**config.mk**
```make
export PLATFORM = sky130hd
export DESIGN_NAME = ram_arbiter
export DESIGN_NICKNAME = d
export VERILOG_FILES = /design/src/rtl/ram_arb_pkg.sv /design/src/rtl/ram_arb_sel.sv /design/src/rtl/ram_arbiter.sv
export SDC_FILE = /design/constraint.sdc
export NUM_CORES = 1
export LEC_CHECK = 0
export BUFFER_PORTS_ARGS = -buffer_cell sky130_fd_sc_hd__buf_2
export CAP_MARGIN = 20
export CORE_ASPECT_RATIO = 1.2
export CORE_UTILIZATION = 30
export DETAILED_ROUTE_END_ITERATION = 8
export HOLD_SLACK_MARGIN = 0.1
export PLACE_DENSITY = 0.65
export SYNTH_ARGS = -nofsm -noshare
export SYNTH_HDL_FRONTEND = slang
export SYNTH_SLANG_ARGS = --single-unit
```
**constraint.sdc**
```tcl
create_clock -name clk -period 2.5 [get_ports clk]
set_input_delay 0.125 -clock clk [delete_from_list [all_inputs] [get_ports clk]]
set_output_delay 0.125 -clock clk [all_outputs]
set_load 0.02 [all_outputs]
```
**src/rtl/ram_arb_pkg.sv**
```systemverilog
// Grant encoding and default widths shared by the RAM arbiter files.
package ram_arb_pkg;

  localparam int ADDR_WIDTH_DEF      = 11;
  localparam int DATA_WIDTH_DEF      = 8;
  localparam int VIDEO_MAX_BURST_DEF = 8;

  typedef enum logic [1:0] {
    GNT_NONE = 2'd0,
    GNT_VID  = 2'd1,
    GNT_CPU  = 2'd2,
    GNT_AUD  = 2'd3
  } gnt_e;

endpackage

```
**src/rtl/ram_arb_sel.sv**
```systemverilog
// Grant decision for the RAM arbiter: video priority, burst limit, CPU/audio round-robin.
// Audio requester present only when RAM_ARBITER_AUDIO_EN is defined.
module ram_arb_sel
  import ram_arb_pkg::*;
#(
  parameter int VIDEO_MAX_BURST = VIDEO_MAX_BURST_DEF
) (
  input  logic clk,
  input  logic reset_n,
  input  logic vid_req,
  input  logic cpu_req,
`ifdef RAM_ARBITER_AUDIO_EN
  input  logic aud_req,
`endif
  output gnt_e gnt
);

  localparam int                BURST_W   = $clog2(VIDEO_MAX_BURST + 1);
  localparam logic [BURST_W-1:0] BURST_MAX = BURST_W'(VIDEO_MAX_BURST);

  gnt_e               gnt_r;
  gnt_e               gnt_s;
  gnt_e               sec_gnt_s;
  logic [BURST_W-1:0] burst_r;
  logic [BURST_W-1:0] burst_s;
  logic               vid_ok_s;
  logic               cpu_ok_s;
  logic               any_req_s;
`ifdef RAM_ARBITER_AUDIO_EN
  logic               aud_ok_s;
  logic               rr_r;
  logic               rr_s;
`endif

  // Next grant, burst count and round-robin pointer; the port in its grant cycle is masked
  always_comb begin
    gnt_s     = GNT_NONE;
    sec_gnt_s = GNT_NONE;
    burst_s   = burst_r;
    vid_ok_s  = vid_req && (gnt_r != GNT_VID);
    cpu_ok_s  = cpu_req && (gnt_r != GNT_CPU);
`ifdef RAM_ARBITER_AUDIO_EN
    rr_s      = rr_r;
    aud_ok_s  = aud_req && (gnt_r != GNT_AUD);
    any_req_s = vid_req || cpu_req || aud_req;
    if (cpu_ok_s && aud_ok_s) begin
      sec_gnt_s = rr_r ? GNT_AUD : GNT_CPU;
    end else if (cpu_ok_s) begin
      sec_gnt_s = GNT_CPU;
    end else if (aud_ok_s) begin
      sec_gnt_s = GNT_AUD;
    end else begin
      sec_gnt_s = GNT_NONE;
    end
`else
    any_req_s = vid_req || cpu_req;
    if (cpu_ok_s) begin
      sec_gnt_s = GNT_CPU;
    end else begin
      sec_gnt_s = GNT_NONE;
    end
`endif
    // A requesting video port keeps its masked slot unless its burst allowance is spent
    if ((burst_r >= BURST_MAX) && (sec_gnt_s != GNT_NONE)) begin
      gnt_s = sec_gnt_s;
    end else if (vid_req) begin
      gnt_s = vid_ok_s ? GNT_VID : GNT_NONE;
    end else begin
      gnt_s = sec_gnt_s;
    end
    case (gnt_s)
      GNT_VID: burst_s = (burst_r < BURST_MAX) ? burst_r + BURST_W'(1) : burst_r;
      GNT_CPU: begin
        burst_s = {BURST_W{1'b0}};
`ifdef RAM_ARBITER_AUDIO_EN
        rr_s    = 1'b1;
`endif
      end
`ifdef RAM_ARBITER_AUDIO_EN
      GNT_AUD: begin
        burst_s = {BURST_W{1'b0}};
        rr_s    = 1'b0;
      end
`endif
      default: burst_s = any_req_s ? burst_r : {BURST_W{1'b0}};
    endcase
  end

  // Grant, burst and pointer registers
  always_ff @(posedge clk) begin
    if (!reset_n) begin
      gnt_r   <= GNT_NONE;
      burst_r <= {BURST_W{1'b0}};
`ifdef RAM_ARBITER_AUDIO_EN
      rr_r    <= 1'b0;
`endif
    end else begin
      gnt_r   <= gnt_s;
      burst_r <= burst_s;
`ifdef RAM_ARBITER_AUDIO_EN
      rr_r    <= rr_s;
`endif
    end
  end

  assign gnt = gnt_r;

endmodule

```
**src/rtl/ram_arbiter.sv**
```systemverilog
// Shared single-port RAM arbiter for video, CPU and (with RAM_ARBITER_AUDIO_EN) audio.
// RAM signals follow the registered grant; ack and read data arrive one clk later.
module ram_arbiter
  import ram_arb_pkg::*;
#(
  parameter int ADDR_WIDTH      = ADDR_WIDTH_DEF,
  parameter int DATA_WIDTH      = DATA_WIDTH_DEF,
  parameter int VIDEO_MAX_BURST = VIDEO_MAX_BURST_DEF
) (
  input  logic                  clk,
  input  logic                  reset_n,
  input  logic                  vid_req,
  input  logic [ADDR_WIDTH-1:0] vid_addr,
  output logic                  vid_ack,
  output logic [DATA_WIDTH-1:0] vid_rdata,
  input  logic                  cpu_req,
  input  logic                  cpu_we,
  input  logic [ADDR_WIDTH-1:0] cpu_addr,
  input  logic [DATA_WIDTH-1:0] cpu_wdata,
  output logic                  cpu_ack,
  output logic [DATA_WIDTH-1:0] cpu_rdata,
`ifdef RAM_ARBITER_AUDIO_EN
  input  logic                  aud_req,
  input  logic [ADDR_WIDTH-1:0] aud_addr,
  output logic                  aud_ack,
  output logic [DATA_WIDTH-1:0] aud_rdata,
`endif
  output logic [ADDR_WIDTH-1:0] ram_addr,
  output logic                  ram_we,
  output logic [DATA_WIDTH-1:0] ram_din,
  input  logic [DATA_WIDTH-1:0] ram_dout
);

  gnt_e                  gnt_s;
  logic                  vid_ack_r;
  logic                  cpu_ack_r;
  logic [DATA_WIDTH-1:0] vid_rdata_r;
  logic [DATA_WIDTH-1:0] cpu_rdata_r;
`ifdef RAM_ARBITER_AUDIO_EN
  logic                  aud_ack_r;
  logic [DATA_WIDTH-1:0] aud_rdata_r;
`endif

  ram_arb_sel #(.VIDEO_MAX_BURST(VIDEO_MAX_BURST)) u_sel (
    .clk     (clk),
    .reset_n (reset_n),
    .vid_req (vid_req),
    .cpu_req (cpu_req),
`ifdef RAM_ARBITER_AUDIO_EN
    .aud_req (aud_req),
`endif
    .gnt     (gnt_s)
  );

  // RAM port mux driven from the granted requester
  always_comb begin
    ram_addr = {ADDR_WIDTH{1'b0}};
    ram_we   = 1'b0;
    ram_din  = {DATA_WIDTH{1'b0}};
    case (gnt_s)
      GNT_VID: ram_addr = vid_addr;
      GNT_CPU: begin
        ram_addr = cpu_addr;
        ram_we   = cpu_we;
        ram_din  = cpu_wdata;
      end
`ifdef RAM_ARBITER_AUDIO_EN
      GNT_AUD: ram_addr = aud_addr;
`endif
      default: ram_addr = {ADDR_WIDTH{1'b0}};
    endcase
  end

  // Ack pulses one clk after grant; read data captured on the ack cycle and held
  always_ff @(posedge clk) begin
    if (!reset_n) begin
      vid_ack_r   <= 1'b0;
      cpu_ack_r   <= 1'b0;
      vid_rdata_r <= {DATA_WIDTH{1'b0}};
      cpu_rdata_r <= {DATA_WIDTH{1'b0}};
`ifdef RAM_ARBITER_AUDIO_EN
      aud_ack_r   <= 1'b0;
      aud_rdata_r <= {DATA_WIDTH{1'b0}};
`endif
    end else begin
      vid_ack_r <= (gnt_s == GNT_VID);
      cpu_ack_r <= (gnt_s == GNT_CPU);
      if (vid_ack_r) vid_rdata_r <= ram_dout;
      if (cpu_ack_r) cpu_rdata_r <= ram_dout;
`ifdef RAM_ARBITER_AUDIO_EN
      aud_ack_r <= (gnt_s == GNT_AUD);
      if (aud_ack_r) aud_rdata_r <= ram_dout;
`endif
    end
  end

  assign vid_ack   = vid_ack_r;
  assign cpu_ack   = cpu_ack_r;
  assign vid_rdata = vid_ack_r ? ram_dout : vid_rdata_r;
  assign cpu_rdata = cpu_ack_r ? ram_dout : cpu_rdata_r;
`ifdef RAM_ARBITER_AUDIO_EN
  assign aud_ack   = aud_ack_r;
  assign aud_rdata = aud_ack_r ? ram_dout : aud_rdata_r;
`endif

endmodule
```
======== Yosys cells after proc, flatten, opt, wreduce, memory -nomap -nowiden ========
Cells that the tools add are included.
word-level totals
  bits of input ports ..................... 43
  register bits after elaboration ......... 24
  word-level logic and storage cells ...... 35
operators by class
  reduce and logical (&&, ||, !) cells .... 6
  add/sub/neg operators ................... 1
  equality and inequality tests ........... 8
  order comparisons ....................... 2
  multiplexer cells ....................... 12
operator list
  kind                   count
  $mux W8                3
  $pmux W11 S2           1
  $mux W4                2
  $pmux W4 S2            1
  $mux W2                3
  $add A4 B1 Y4 const B  1
  $eq A2 B1 Y1 const B   2
  $eq A2 B2 Y1 const B   2
  $ge A4 B4 Y1 const B   1
  $lt A4 B4 Y1 const B   1
  $ne A2 B1 Y1 const B   2
  $logic_and A1 B1 Y1    3
  $ne A3 B3 Y1 const B   1
  $mux W1                2
  $ne A2 B2 Y1 const B   1
  $reduce_and A2 Y1      1
  $reduce_bool A2 Y1     1
  $logic_or A1 B1 Y1     1

======== Depth between registers and ports, before layout ========
  depth after elaboration ................. 9
  depth in mapped cells ................... 9
  mapped depth without buffers ............ 9

======== Hierarchy ========
A second synthesis with hierarchy kept.
unflattened totals
  cell total of the unflattened synthesis .. 134
  area total of the unflattened synthesis .. 1337.5 µm²
modules (own cells, without submodules)
  module       seq. area each (µm²)  times used  cells an instance  area each (µm²)
  ram_arbiter  360.3                 1           94                 988.4
  ram_arb_sel  120.1                 1           40                 349.1

======== Worst setup path before layout ========
Ideal clock, no wire load.
  path kind ............................... flip-flop to flip-flop
  start point ............................. reg u_sel.gnt_r[0] (netlist: u_sel.gnt[0])
  end point ............................... reg u_sel.burst_r[2]
  path slack .............................. 761 ps
  required time ........................... 2384 ps
  cell stages (with the launch flop) ...... 10
  period minus slack after synthesis ...... 1739 ps
  arrival time ............................ 1623 ps
  library setup time ...................... 116 ps
  cell sequence ........................... dfxtp_1 > inv_1 > ha_1 > nor2b_1 > o21ai_0 > ha_1 > o21a_4 > a21o_1 > a21oi_1 > nor2_1
between the ends
  cells in the longest elaborated chain, start to end .. 9
  elaborated cells between the ends (all ways) .. 16
  those cells by class .................... eq/ne: 6; mux: 5; reduce/logical: 5
ends and longest elaborated chain
  what                                                                  RTL line           source
  from (decl)                                                           ram_arb_sel.sv:21  gnt_e gnt_r;
  from (signal assigned)                                                ram_arb_sel.sv:98  gnt_r <= gnt_s;
  $ne A2 B2 Y1                                                          ram_arb_sel.sv:41  cpu_ok_s = cpu_req && (gnt_r != GNT_CPU);
  $logic_and A1 B1 Y1                                                   ram_arb_sel.sv:41
  $mux W2                                                               ram_arb_sel.sv:57  if (cpu_ok_s) begin
  $reduce_bool A2 Y1                                                    ram_arb_sel.sv:64  if ((burst_r >= BURST_MAX) && (sec_gnt_s != GNT_NONE)) begin
  $logic_and A1 B1 Y1                                                   ram_arb_sel.sv:64
  $mux W2 (*)                                                           ram_arb_sel.sv:64
  $eq A2 B1 Y1 / $eq A2 B2 Y1 (equally long branches)                   ram_arb_sel.sv:71  case (gnt_s)
  $ne A3 B3 Y1 (no source line) / $ne A2 B1 Y1 (equally long branches)  n/a
  $reduce_and A2 Y1 (no source line)                                    n/a
  to (signal assigned)                                                  ram_arb_sel.sv:93  burst_r <= {BURST_W{1'b0}};
  to (signal assigned)                                                  ram_arb_sel.sv:99  burst_r <= burst_s;
  to (decl)                                                             ram_arb_sel.sv:24  logic [BURST_W-1:0] burst_r;
Every way passes the cells marked *; elsewhere a longest branch is shown, timed or not.
A chain may end at the register's enable or synchronous reset.

======== Worst setup path after layout ========
  start point ............................. reg u_sel.gnt_r[0] (netlist: u_sel.gnt[0])
  end point ............................... reg u_sel.burst_r[1]
between the ends
  cells in the longest elaborated chain, start to end .. 9
  elaborated cells between the ends (all ways) .. 16
  those cells by class .................... eq/ne: 6; mux: 5; reduce/logical: 5
ends and longest elaborated chain
  what                                                                  RTL line           source
  $ne A2 B2 Y1                                                          ram_arb_sel.sv:41
  $logic_and A1 B1 Y1                                                   ram_arb_sel.sv:41
  $mux W2                                                               ram_arb_sel.sv:57
  $reduce_bool A2 Y1                                                    ram_arb_sel.sv:64
  $logic_and A1 B1 Y1                                                   ram_arb_sel.sv:64
  $mux W2 (*)                                                           ram_arb_sel.sv:64
  named net u_sel.gnt_s[0]                                              ram_arb_sel.sv:22  gnt_e gnt_s;
  $eq A2 B1 Y1 / $eq A2 B2 Y1 (equally long branches)                   ram_arb_sel.sv:71
  $ne A3 B3 Y1 (no source line) / $ne A2 B1 Y1 (equally long branches)  n/a
  $reduce_and A2 Y1 (no source line)                                    n/a
The timed path passes the listed nets; every way through them passes the cells marked *.

==> results.ini <==
[placed_design]
pre_cts_ws_ps=372
port_buffers=80
hpwl_um=2170
placedCellCount=262
dpl_cell_area_mm2=0.00175
place_congestion=0.770

[critical_path]
startpoint=u_sel.gnt[0]
timing.rr.start=u_sel.gnt[0]
arrival_ps=2300
crit_type=reg -> reg
critPathMaxFanout=12
critPathCaptureType=flop
cp.required_ps=2700
crit_path_start_kind=flop

[die]
rows=26
die_w_um=62.7
start_util_pct=31.1
chipHeight_um=74.8
die_area_mm2=0.00469
coreArea_mm2=0.00426
top_level_ports=81

[final_layout]
num-nets-final=261
drive_gt1_share_pct=49.5
final_core_util_pct=42.4
antenna_cells=0
layout.cells.most_common=buf_2
final_cell_mix=80 x buf_2, 29 x and2_1, 24 x dfxtp_1
area_delta_synth_final_pct=36.3
final_cell_area_mm2=0.00181
stdcell_count=266
fillers=411

[route]
drcViolationCount=0
vias=1177
ant_nets=0
routedWlPerCell_um=10.4
drt-initial-drc-count=35
vias_per_cell=4.42
drt_pass1_iterations=4
wl_um=2770

[grt]
grt_pass1_wl_um=4420
grtUsageTotal_pct=11.6
grt_start_max_net_pins=21
grt_use_met1_pct=14.6
use_met2_pct=19.8
grt_overflow_total=0
grt_pass1_vias=1006
antenna_found_initial=0
use_met3_pct=1.97
grt_busiest_layer=met2

[sta]
slew_viol_final=0
period_share_pct=84.3
setup_slack_ps=393
max_clock_freq_mhz=475
maxSlewHeadroom_pct=61.5
min_period_ps=2110
worst_pin_slew_ps=576
fin_skew_ps=0.479
rsz0062_at_grt=false
hold_violations=0
finalSetupViolCount=0
fin_setup_tns_ps=0

[logic_synthesis]
yosysWarningCount=0
yosysSeqAreaShare_pct=36.2
syn_nets=183
synthesis.area_mm2=0.00133
synth_cell_types=22
syn_area_per_cell_um2=9.97
synthCells=133
yosys_register_bits=24

[power]
powerDensity_mw_per_mm2=456
irDropWorstVdd_mv=0.178
leakage_nw=0.920

[cts]
cts_root_buf=clkbuf_8
cts.sinks=24
htree_levels=1
cts_resized=0
cts.path.max_buffers=2
cts_inserted_buffers=3
clkSlewWorstSetupHoldPaths_ps=80
cts_hold_buf=0
insertion_delay_ps=260
postCtsSetupBuffers=0
tritoncts=yes

[run]
maxCapViolations=0

[min_path]
hold_path.startpoint=ram_dout[2]
holdCritPathClass=in -> reg

[status]
outcome=finished clean

## cells by family after synthesis
group	after synthesis	synth area share, %
multiplexers	16	18.1
AO/OA/AOI/OAI	22	12.2
flip-flops	24	36.2
AND/OR/NAND/NOR	51	21.9
adder cells (fa/ha/maj)	7	6.60
buffers and inverters	13	5.00
## metrics by stage
stage / total power (W) / hold WS [ps]
global placement: 0.000577 / 482
CTS: 0.000839 / 211
floorplan: 0.000516 / 413
detailed placement: 0.000579 / 494
global route: 0.000870 / 227
finish: 0.000824 / 223
## layer usage
| metal | wire length, um | part of all wire [%] | vias to the layer above |
|---|---|---|---|
| met4 | 27 | 0.98 | 0 |
| met1 | 1230 | 44 | 518 |
| li1 | - | - | 599 |
| met5 | 0 | 0 | - |
| met3 | 193 | 7.0 | 4 |
| met2 | 1320 | 48 | 56 |
## layout make-up
type / instances / area (um2) / share of cell area, %
clock buffer: 4 / 55.1 / 3.04
timing repair buffer: 80 / 400 / 22.1
multi-input combinational: 96 / 779 / 43.1
tap: 56 / 70.1 / 3.88
inverter: 6 / 22.5 / 1.25
sequential: 24 / 480 / 26.6
## power by group
part / switching (W) / total [W] / internal [W]
Combinational: 0.0000849 / 0.000166 / 0.0000813
Sequential: 0.00000911 / 0.000402 / 0.000393
Clock: 0.000116 / 0.000256 / 0.000140
## final timing paths
path                            to  slack (ps)  cells after the start
hold reg to reg   u_sel.burst_r[1]         520                      2
hold / removal      vid_rdata_r[2]         220                      3
setup / recovery  u_sel.burst_r[1]         390                      9
setup reg to reg  u_sel.burst_r[1]         390                      9
## flip-flops by register name (all words and copies together) (netlist names)
name           cells
cpu_ack            1
cpu_rdata_r        8
u_sel.burst_r      4
u_sel.gnt          2
vid_ack            1
vid_rdata_r        8
## critical path: stages, from the launching register on
cell and delay, ps:
dfxtp_1 320, inv_1 80, ha_1 390, nor2b_1 120, a211oi_2 320, ha_1 290, o21a_4 140, a21oi_2 160
nand3_1 90, a21oi_1 130
## synthesized netlist by cell type
| cell | number | area (um2) |
|---|---|---|
| ha_1 | 7 | 87.6 |
| nor2b_1 | 1 | 6.26 |
| buf_6 | 2 | 22.5 |
| nand2b_1 | 3 | 18.8 |
| and2_1 | 29 | 181 |
| clkbuf_1 | 3 | 11.3 |
| inv_1 | 6 | 22.5 |
| nor4b_2 | 1 | 15.0 |
| nor2_1 | 13 | 48.8 |
| o21ai_1 | 1 | 5.00 |
| a21oi_1 | 4 | 20.0 |
| buf_2 | 2 | 10.0 |
| a21o_1 | 1 | 7.51 |
| a21oi_2 | 1 | 8.76 |
| dfxtp_1 | 24 | 480 |
| o21ai_0 | 2 | 10.0 |
| a22oi_1 | 11 | 82.6 |
| nand3_1 | 3 | 15.0 |
| a211oi_2 | 1 | 12.5 |
| o21a_4 | 1 | 15.0 |
| mux2_4 | 16 | 240 |
| nor3_1 | 1 | 5.00 |
(Power assumes the default switching activity.)
